**config.mk**
```make
export PLATFORM = sky130hd
export DESIGN_NAME = ft245_tx
export DESIGN_NICKNAME = d
export VERILOG_FILES = /design/src/rtl/ft245_pkg.sv /design/src/rtl/ft245_tx_fifo.sv /design/src/rtl/ft245_tx.sv
export SDC_FILE = /design/constraint.sdc
export NUM_CORES = 1
export LEC_CHECK = 0
export ABC_CLOCK_PERIOD_IN_PS = 4700
export CORE_ASPECT_RATIO = 0.5
export CORE_MARGIN = 2
export CORE_UTILIZATION = 23
export DETAILED_ROUTE_END_ITERATION = 10
export SETUP_SLACK_MARGIN = 0.05
export SLEW_MARGIN = 0
export SYNTH_ARGS = -nofsm -noshare
export SYNTH_HDL_FRONTEND = slang
export SYNTH_SLANG_ARGS = --single-unit
```
**constraint.sdc**
```tcl
create_clock -name clk -period 4.7 [get_ports clk]
set_input_delay 0.47 -clock clk [delete_from_list [all_inputs] [get_ports clk]]
set_output_delay 0.47 -clock clk [all_outputs]
set_load 0.01 [all_outputs]
```
**src/rtl/ft245_pkg.sv**
```systemverilog
// Shared types and constants for the FT245 synchronous FIFO transmit/receive paths.
package ft245_pkg;

  localparam int FT_BYTE_W = 8;

  typedef enum logic [2:0] {
    ST_IDLE = 3'd0,
    ST_REQ  = 3'd1,
    ST_TURN = 3'd2,
    ST_SEND = 3'd3,
    ST_REL  = 3'd4
  } ft_state_e;

  // Bits needed for a counter that must be able to hold the value max_val.
  function automatic int cnt_w(input int max_val);
    return (max_val < 2) ? 1 : $clog2(max_val + 1);
  endfunction

endpackage

```
**src/rtl/ft245_tx_fifo.sv**
```systemverilog
// Synchronous show-ahead byte FIFO with occupancy output; head_o is valid whenever empty_o is low.
module ft245_tx_fifo
  import ft245_pkg::*;
#(
  parameter int DEPTH = 16,
  parameter int W     = FT_BYTE_W
) (
  input  logic                     clk,
  input  logic                     rst,
  input  logic                     push_i,
  input  logic [W-1:0]             data_i,
  input  logic                     pop_i,
  output logic [W-1:0]             head_o,
  output logic                     full_o,
  output logic                     empty_o,
  output logic [$clog2(DEPTH):0]   level_o
);

  localparam int AW = $clog2(DEPTH);
  localparam logic [AW:0] FULL_LVL = (AW + 1)'(DEPTH);

  logic [W-1:0]  mem_q [DEPTH];
  logic [AW-1:0] wr_ptr_q, rd_ptr_q;
  logic [AW:0]   level_q;
  logic          push_ok, pop_ok;

  assign full_o  = (level_q == FULL_LVL);
  assign empty_o = (level_q == '0);
  assign level_o = level_q;
  assign head_o  = mem_q[rd_ptr_q];

  // Full blocks a push even when a pop happens on the same edge.
  assign push_ok = push_i & ~full_o;
  assign pop_ok  = pop_i & ~empty_o;

  always_ff @(posedge clk) begin
    if (rst) begin
      wr_ptr_q <= '0;
      rd_ptr_q <= '0;
      level_q  <= '0;
    end else begin
      if (push_ok) wr_ptr_q <= wr_ptr_q + 1'b1;
      if (pop_ok)  rd_ptr_q <= rd_ptr_q + 1'b1;
      if (push_ok && !pop_ok)      level_q <= level_q + 1'b1;
      else if (pop_ok && !push_ok) level_q <= level_q - 1'b1;
    end
  end

  always_ff @(posedge clk) begin
    if (push_ok) mem_q[wr_ptr_q] <= data_i;
  end

endmodule

```
**src/rtl/ft245_tx.sv**
```systemverilog
// FT245 sync-FIFO transmit path: buffers controller bytes and bursts them onto ft_bus under TXE#.
// Optional SIWU# send-immediate pulse after an idle period is enabled with FT245_TX_SIWU_EN.
module ft245_tx
  import ft245_pkg::*;
#(
  parameter int FIFO_DEPTH = 16,
  parameter int MAX_BURST  = 64,
  parameter int SIWU_IDLE  = 255
) (
  input  logic                          clk,
  input  logic                          rst,
  input  logic [FT_BYTE_W-1:0]          s_data,
  input  logic                          s_valid,
  output logic                          s_ready,
  output logic                          bus_req,
  input  logic                          bus_gnt,
  input  logic                          ft_txe_n,
  output logic                          ft_wr_n,
  output logic [FT_BYTE_W-1:0]          ft_dout,
  output logic                          ft_dout_oe,
  output logic                          ft_siwu_n,
  output logic [$clog2(FIFO_DEPTH):0]   fifo_level,
  output logic                          tx_busy
);

  localparam int LW = $clog2(FIFO_DEPTH) + 1;
  localparam int BW = cnt_w(MAX_BURST);

  ft_state_e state_q, state_d;
  logic [BW-1:0] burst_q, burst_d;

  logic [FT_BYTE_W-1:0] head;
  logic fifo_full, fifo_empty;
  logic push, wr_en;
  logic [LW-1:0] level_after;

  assign s_ready = ~rst & ~fifo_full;
  assign push    = s_valid & s_ready;
  // Write strobe is combinational from TXE# and grant so it drops in the same cycle either goes away.
  assign wr_en   = (state_q == ST_SEND) & ~fifo_empty & ~ft_txe_n & bus_gnt;
  assign tx_busy = (state_q != ST_IDLE) | ~fifo_empty;

  ft245_tx_fifo #(
    .DEPTH (FIFO_DEPTH),
    .W     (FT_BYTE_W)
  ) u_fifo (
    .clk     (clk),
    .rst     (rst),
    .push_i  (push),
    .data_i  (s_data),
    .pop_i   (wr_en),
    .head_o  (head),
    .full_o  (fifo_full),
    .empty_o (fifo_empty),
    .level_o (fifo_level)
  );

  assign level_after = fifo_level + LW'(push) - LW'(wr_en);

  always_ff @(posedge clk) begin
    if (rst) begin
      state_q <= ST_IDLE;
      burst_q <= '0;
    end else begin
      state_q <= state_d;
      burst_q <= burst_d;
    end
  end

  always_comb begin
    state_d = state_q;
    burst_d = burst_q + BW'(wr_en);
    unique case (state_q)
      ST_IDLE: if (!fifo_empty) state_d = ST_REQ;
      ST_REQ:  if (bus_gnt) state_d = ST_TURN;
      ST_TURN: state_d = ST_SEND;
      ST_SEND: begin
        if (level_after == '0 || burst_d == BW'(MAX_BURST) || !bus_gnt)
          state_d = ST_REL;
      end
      ST_REL: begin
        state_d = ST_IDLE;
        burst_d = '0;
      end
      default: state_d = ST_IDLE;
    endcase
  end

  always_comb begin
    bus_req    = 1'b0;
    ft_dout_oe = 1'b0;
    ft_wr_n    = ~wr_en;
    ft_dout    = fifo_empty ? '0 : head;
    unique case (state_q)
      ST_REQ:  bus_req = 1'b1;
      ST_TURN: begin
        bus_req    = 1'b1;
        ft_dout_oe = 1'b1;
      end
      ST_SEND: begin
        bus_req    = 1'b1;
        ft_dout_oe = 1'b1;
      end
      default: ;
    endcase
  end

`ifdef FT245_TX_SIWU_EN
  localparam int IW = cnt_w(SIWU_IDLE);

  logic [IW-1:0] idle_q, idle_d;
  logic          siwu_q, siwu_d;

  // Counter parks at SIWU_IDLE after reset so no pulse fires until something has been written.
  always_comb begin
    idle_d = idle_q;
    if (wr_en)
      idle_d = '0;
    else if (!tx_busy && idle_q != IW'(SIWU_IDLE))
      idle_d = idle_q + 1'b1;
    siwu_d = ~((idle_d == IW'(SIWU_IDLE)) & (idle_q != IW'(SIWU_IDLE)));
  end

  always_ff @(posedge clk) begin
    if (rst) begin
      idle_q <= IW'(SIWU_IDLE);
      siwu_q <= 1'b1;
    end else begin
      idle_q <= idle_d;
      siwu_q <= siwu_d;
    end
  end

  assign ft_siwu_n = siwu_q;
`else
  assign ft_siwu_n = 1'b1;
`endif

endmodule

```
==> results.py, run 1 <==
metrics = {
    "timing": {
        "worst_slew_pin_slew_ns": 1.038,
        "finalSetupTns_ns": 0,
        "clock_skew_ns": 0.008121,
        "relSlewSlack_pct": 30.73,
        "post-route-period-util_pct": 86.42,
        "max_clock_freq_mhz": 246.2,
        "rsz0062_at_grt": "no",
        "drv_slew": 0,
        "finalSetupViolCount": 0,
        "layout_setup_ws_ns": 0.6385,
        "hold_viol_final": 0,
        "min_period_ns": 4.062,
    },
    "clocking": {
        "cts_setup_buffers": 0,
        "clk_pin_slew_worst_paths_ns": 0.06,
        "cts_resized": 0,
        "cts_max_path_buffers": 2,
        "htree_levels": 4,
        "cts_tree": "built",
        "cts_hold_buf": 0,
        "cts_num_sinks": 155,
        "worstSkewPairLatency_ns": 0.42,
        "cts_root_buffer": "clkbuf_16",
        "cts_inserted_buffers": 17,
    },
    "global_routing": {
        "antenna_found_initial": 0,
        "grt_overflow_total": 0,
        "grt_pass1_wl_um": 20490,
        "grt_start_max_net_pins": 20,
        "grt_use_total_pct": 9.577,
        "grt_pass1_vias": 3426,
    },
    "routing": {
        "wl_um": 13260,
        "drt_first_iter_violations": 228,
        "drc": 0,
        "firstDrtPassIters": 4,
        "wire_per_inst_um": 16.31,
        "routed-via-count": 3297,
        "detail_route.vias_per_cell": 4.055,
        "ant_nets": 0,
    },
    "synthesis": {
        "synth_edf_count": 128,
        "yosysMostFrequentCell": "edfxtp_1",
        "synthTopCellsByCount": "edfxtp_1, mux4_2, nor2_1",
        "synth_top_area_share_pct": 59.33,
        "synthesis.area_um2": 6479,
        "synth_nets": 410,
        "synth_cells": 378,
        "ys_ff_latch": 155,
        "synth_warnings": 0,
        "synthTopCellsByArea": "edfxtp_1, mux4_2, dfxtp_1",
        "netlist-cell-type-count": 45,
        "ys.flop_type": "edfxtp_1",
        "seq_area_frac_synth_pct": 67.67,
        "synth_top_area_cell": "edfxtp_1",
        "async_flop_share_pct": 0,
        "avgSynthCellArea_um2": 17.14,
    },
    "placed_design": {
        "portBuffers": 30,
        "routabilityCongestion": 0.7391,
        "placed_cells": 781,
        "post-place-ws_ns": 0.6503,
        "dp_hpwl_um": 9098,
    },
    "pwr": {
        "ir_drop_mv": 0.1930,
        "p_leak_nw": 2.504,
        "p_per_area_nw_per_um2": 423.6,
        "finalPower_w": 0.003331,
    },
    "setup_path": {
        "arrival_ns": 4.36,
        "timing.rr.start": "u_fifo.level_o[3]",
        "crit_path_start_kind": "flip-flop",
        "crit_required_ns": 5.00,
        "critPathCaptureType": "flip-flop",
        "path_class": "flip-flop to flip-flop",
        "crit_start": "u_fifo.level_o[3]",
        "critical_path_peak_fanout": 11,
    },
    "die": {
        "start_util_pct": 23.38,
        "die_area_um2": 29610,
        "fp.dieH_um": 122.7,
        "coreArea_um2": 27710,
        "die_w_um": 241.4,
        "placementRows": 43,
        "num_io_pins": 32,
    },
    "cells_and_area": {
        "final_layout_size_suffix_gt1_share_pct": 19.95,
        "fin_cells": 813,
        "fillCellCount": 2737,
        "multiInputGateArea_um2": 1942,
        "syn2layout_area_growth_pct": 21.38,
        "diodes": 0,
        "seq_area_um2": 4385,
        "layout.nets": 450,
    },
    "min_path": {
        "worst_hold_path_type": "flip-flop to flip-flop",
        "hp-start": "u_fifo.rd_ptr_q[1]",
    },
    "flow_run": {
        "cap_violations": 0,
    },
    "outcome": {
        "status": "complete, no violations",
    },
}
-- cell usage in the layout, fill, tap and decap left out, drive strengths merged, types with 5 or more instances in the layout --
master	n
dfxtp	27
clkinv	5
xnor2	6
nor2	35
edfxtp	128
clkbuf	17
nor3	5
buf	9
and2	11
inv	19
a21oi	6
clkdlybuf4s50	30
mux4	40
nand2	11
xor2	9
ha	17
-- cells by family after synthesis --
kind of cell	after synthesis	share of synthesized area, %
fa+ha+maj	19	3.901
compound gates	29	3.244
xor+xnor	15	2.028
other cells	1	0.05788
simple gates	85	6.528
mux	42	14.21
buf+inv	32	2.356
flops	155	67.67
-- metal layers --
| metal | vias up | share of wire [%] | global-route usage [%] | wire (µm) |
|---|---|---|---|---|
| met5 | - | 0 | 0 | 0 |
| li1 | 1550 | - | - | - |
| met2 | 57 | 50 | 16.04 | 6638 |
| met3 | 11 | 3.6 | 2.564 | 477 |
| met4 | 0 | 1.5 | 3.935 | 198 |
| met1 | 1679 | 45 | 11.81 | 5945 |
-- path summary, 6_finish.rpt --
check / to / cells past startpoint / slack [ns]
max: state_q[1] / 13 / 0.64
min: flip-flop / 2 / 0.50
max reg2reg: state_q[1] / 13 / 0.64
min reg2reg: flip-flop / 2 / 0.50
-- where the power goes --
| group | switching, W | internal [W] |
|---|---|---|
| Combinational | 0.000164 | 0.000161 |
| Clock | 0.000567 | 0.000901 |
| Sequential | 0.0000276 | 0.00151 |
| Total | 0.000759 | 0.00257 |
-- area by class of cell --
class / instances / area share [%]
inverter: 14 / 0.6683
sequential: 155 / 55.77
timing repair buffer: 39 / 4.678
tap: 382 / 6.078
clock inverter: 15 / 2.705
multi-input combinational: 191 / 24.69
clock buffer: 17 / 5.410
-- critical path, cell delays in order (launching register included) --
cell	delay (ns)
dfxtp_1	0.36
inv_1	0.09
ha_1	0.21
or4b_1	0.70
and4_1	0.39
ha_1	0.32
inv_1	0.04
ha_1	0.20
fa_1	0.39
and3b_1	0.21
or4_1	0.49
a211o_1	0.32
o211ai_1	0.10
a31oi_1	0.11
-- metrics by stage --
stage,hold WS [ns],cell area (µm²),util (%)
final,0.5042,7864,28.38
after global routing,0.5315,7864,28.38
after floorplan,0.4678,6479,-
after global placement,0.4929,7226,26.08
after detailed placement,0.4965,7226,26.08
after CTS,0.5049,7864,28.38
-- registers in the layout, summed over array words and instances, names as in the netlist, named ones only --
name,flops
u_fifo.mem_q,128
state_q,3
burst_q,7
u_fifo.level_o,5
u_fifo.wr_ptr_q,4
u_fifo.rd_ptr_q,4
Note: power is estimated with default switching activity, not from simulation.
==> run 2: changes to the inputs <==
--- a/config.mk
+++ b/config.mk
@@ -14,4 +14,5 @@
 export SLEW_MARGIN = 0
 export SYNTH_ARGS = -nofsm -noshare
 export SYNTH_HDL_FRONTEND = slang
+export SYNTH_HIERARCHICAL = 1
 export SYNTH_SLANG_ARGS = --single-unit
==> results.py, run 2 <==
metrics = {
    "clocking": {
        "cts_tree": "built",
        "worstSkewPairLatency_ns": 0.42,
        "cts_num_sinks": 155,
        "cts_inserted_buffers": 17,
        "cts_max_path_buffers": 2,
        "clk_pin_slew_worst_paths_ns": 0.06,
        "cts_setup_buffers": 0,
        "cts_hold_buf": 0,
        "cts_resized": 0,
        "htree_levels": 4,
        "cts_root_buffer": "clkbuf_16",
    },
    "synthesis": {
        "netlist-cell-type-count": 51,
        "ys_ff_latch": 155,
        "avgSynthCellArea_um2": 16.13,
        "synth_top_area_cell": "edfxtp_1",
        "synth_nets": 434,
        "yosysMostFrequentCell": "edfxtp_1",
        "synth_cells": 403,
        "synth_warnings": 6,
        "synthTopCellsByCount": "edfxtp_1, nor2_1, mux4_2",
        "async_flop_share_pct": 0,
        "synthesis.area_um2": 6501,
        "ys.flop_type": "edfxtp_1",
        "synthTopCellsByArea": "edfxtp_1, mux4_2, dfxtp_1",
        "synth_top_area_share_pct": 59.12,
        "seq_area_frac_synth_pct": 67.44,
        "synth_edf_count": 128,
    },
    "pwr": {
        "p_leak_nw": 2.567,
        "ir_drop_mv": 0.2757,
        "p_per_area_nw_per_um2": 426.4,
    },
    "setup_path": {
        "critical_path_peak_fanout": 17,
        "reg2regPathDepth": 13,
        "cpPeakStageDelay_ns": 0.96,
        "crit_family": "flip-flops",
        "critPathSlowestCell": "dfxtp_1",
        "crit_required_ns": 4.23,
        "path_class": "flip-flop to output pin",
        "cp_num_buf_inv": 2,
        "arrival_ns": 3.10,
        "cp_num_cells": 6,
        "critPathCaptureType": "output pin",
        "timing.rr.start": "u_fifo/level_o[0]",
        "crit_path_start_kind": "flip-flop",
        "path_cells": "buf_4 > mux4_2 > a22oi_1 > nand2_1 > nor2b_1 > clkdlybuf4s50_1",
    },
    "cells_and_area": {
        "diodes": 0,
        "top_register": "u_fifo/mem_q",
        "final_common_cell": "edfxtp_1",
        "syn2layout_area_growth_pct": 20.96,
        "layout.nets": 473,
        "final_layout_size_suffix_gt1_share_pct": 18.24,
        "fillCellCount": 2824,
        "final_cell_mix": "edfxtp_1, nor2_1, mux4_2",
        "largest_reg_flops": 128,
    },
    "timing": {
        "fin_hold_ws_ns": 0.5691,
        "rsz0062_at_grt": "no",
        "finalSetupViolCount": 0,
        "finalSetupTns_ns": 0,
        "hold_viol_final": 0,
        "max_clock_freq_mhz": 280.2,
        "worst_slew_pin_slew_ns": 0.9744,
        "clock_skew_ns": 0.01148,
        "drv_slew": 0,
        "post-route-period-util_pct": 75.94,
        "min_period_ns": 3.569,
        "relSlewSlack_pct": 34.80,
    },
    "routing": {
        "drt_first_iter_violations": 362,
        "detail_route.vias_per_cell": 4.209,
        "routed-via-count": 3523,
        "ant_nets": 0,
        "drc": 0,
        "firstDrtPassIters": 5,
        "wl_um": 12940,
        "wire_per_inst_um": 15.45,
    },
    "global_routing": {
        "grt_use_total_pct": 9.105,
        "busiest_layer": "met2",
        "grt_pass1_vias": 3574,
        "grt_overflow_total": 0,
        "use_met1_pct": 12.14,
        "grt_start_max_net_pins": 25,
        "met3_usage_pct": 2.405,
        "grt_pass1_wl_um": 20530,
        "met2_usage_pct": 14.89,
        "antenna_found_initial": 0,
    },
    "placed_design": {
        "routabilityCongestion": 0.7508,
        "portBuffers": 30,
        "dp_hpwl_um": 8699,
    },
    "die": {
        "fp.dieH_um": 122.9,
        "die_w_um": 241.8,
        "die_area_um2": 29710,
        "start_util_pct": 23.42,
        "coreArea_um2": 27760,
        "num_io_pins": 32,
        "placementRows": 43,
    },
    "min_path": {
        "hold_depth": 1,
        "worst_hold_path_type": "flip-flop to flip-flop",
        "hp-start": "state_q[0]",
    },
    "outcome": {
        "status": "complete, no violations",
    },
    "flow_run": {
        "cap_violations": 0,
    },
}
run 2: logic make-up (layout without fill, tap and decap cells):
| kind of cell | count (synthesis) | after routing | synth area share [%] |
|---|---|---|---|
| AOI/OAI and AO/OA | 47 | 47 | 5.389 |
| DFF | 155 | 155 | 67.44 |
| and+or+nand+nor | 100 | 100 | 7.641 |
| xor gates and xnor gates | 15 | 15 | 2.021 |
| muxes | 36 | 36 | 11.72 |
| adders and majority gates | 18 | 18 | 3.695 |
| other | 1 | 1 | 0.05768 |
| buffers and inverters | 31 | 83 | 2.040 |
run 2: routing by layer:
layer	wire length, µm	vias to the layer above	part of all wire (%)
li1	-	1634	-
met1	6063	1785	47
met2	6061	94	47
met3	706	10	5.5
met4	104	0	0.80
met5	0	-	0
run 2: report_power, final:
group	switching [W]	leakage (nW)	internal (W)	total, W
clock	0.000582	0.293	0.000805	0.00139
combinational	0.000220	0.902	0.000198	0.000418
sequential	0.0000349	1.37	0.00151	0.00155
run 2: path summary, 6_finish.rpt:
| check | to | slack, ns |
|---|---|---|
| worst max-delay path | ft_dout[2] | 1.13 |
| worst min register to register | state_q[2] | 0.57 |
| worst min-delay path | state_q[2] | 0.57 |
| worst max register to register | u_fifo/level_o[4] | 1.28 |
run 2: final cells by class:
cell class	instances	area, µm²	share of cell area (%)
Tap cell	382	478.0	6.078
Multi-Input combinational cell	217	1984	25.23
Timing Repair Buffer	39	367.9	4.678
Inverter	12	45.04	0.5728
Clock buffer	17	425.4	5.410
Sequential cell	155	4385	55.77
Clock inverter	15	177.7	2.259
run 2: stage by stage:
stage | std cells | power (W) | util, % | setup WS [ns] | instance area (µm²)
2_1_floorplan | 403 | 0.001812 | - | 1.346 | 6501
3_3_place_gp | 805 | 0.001987 | 26.15 | 1.281 | 7261
3_5_place_dp | 805 | 0.001996 | 26.15 | 1.177 | 7261
4_1_cts | 837 | 0.003379 | 28.33 | 1.079 | 7864
5_1_grt | 837 | 0.003482 | 28.33 | 0.9059 | 7864
6_report | 837 | 0.003353 | 28.33 | 1.131 | 7864
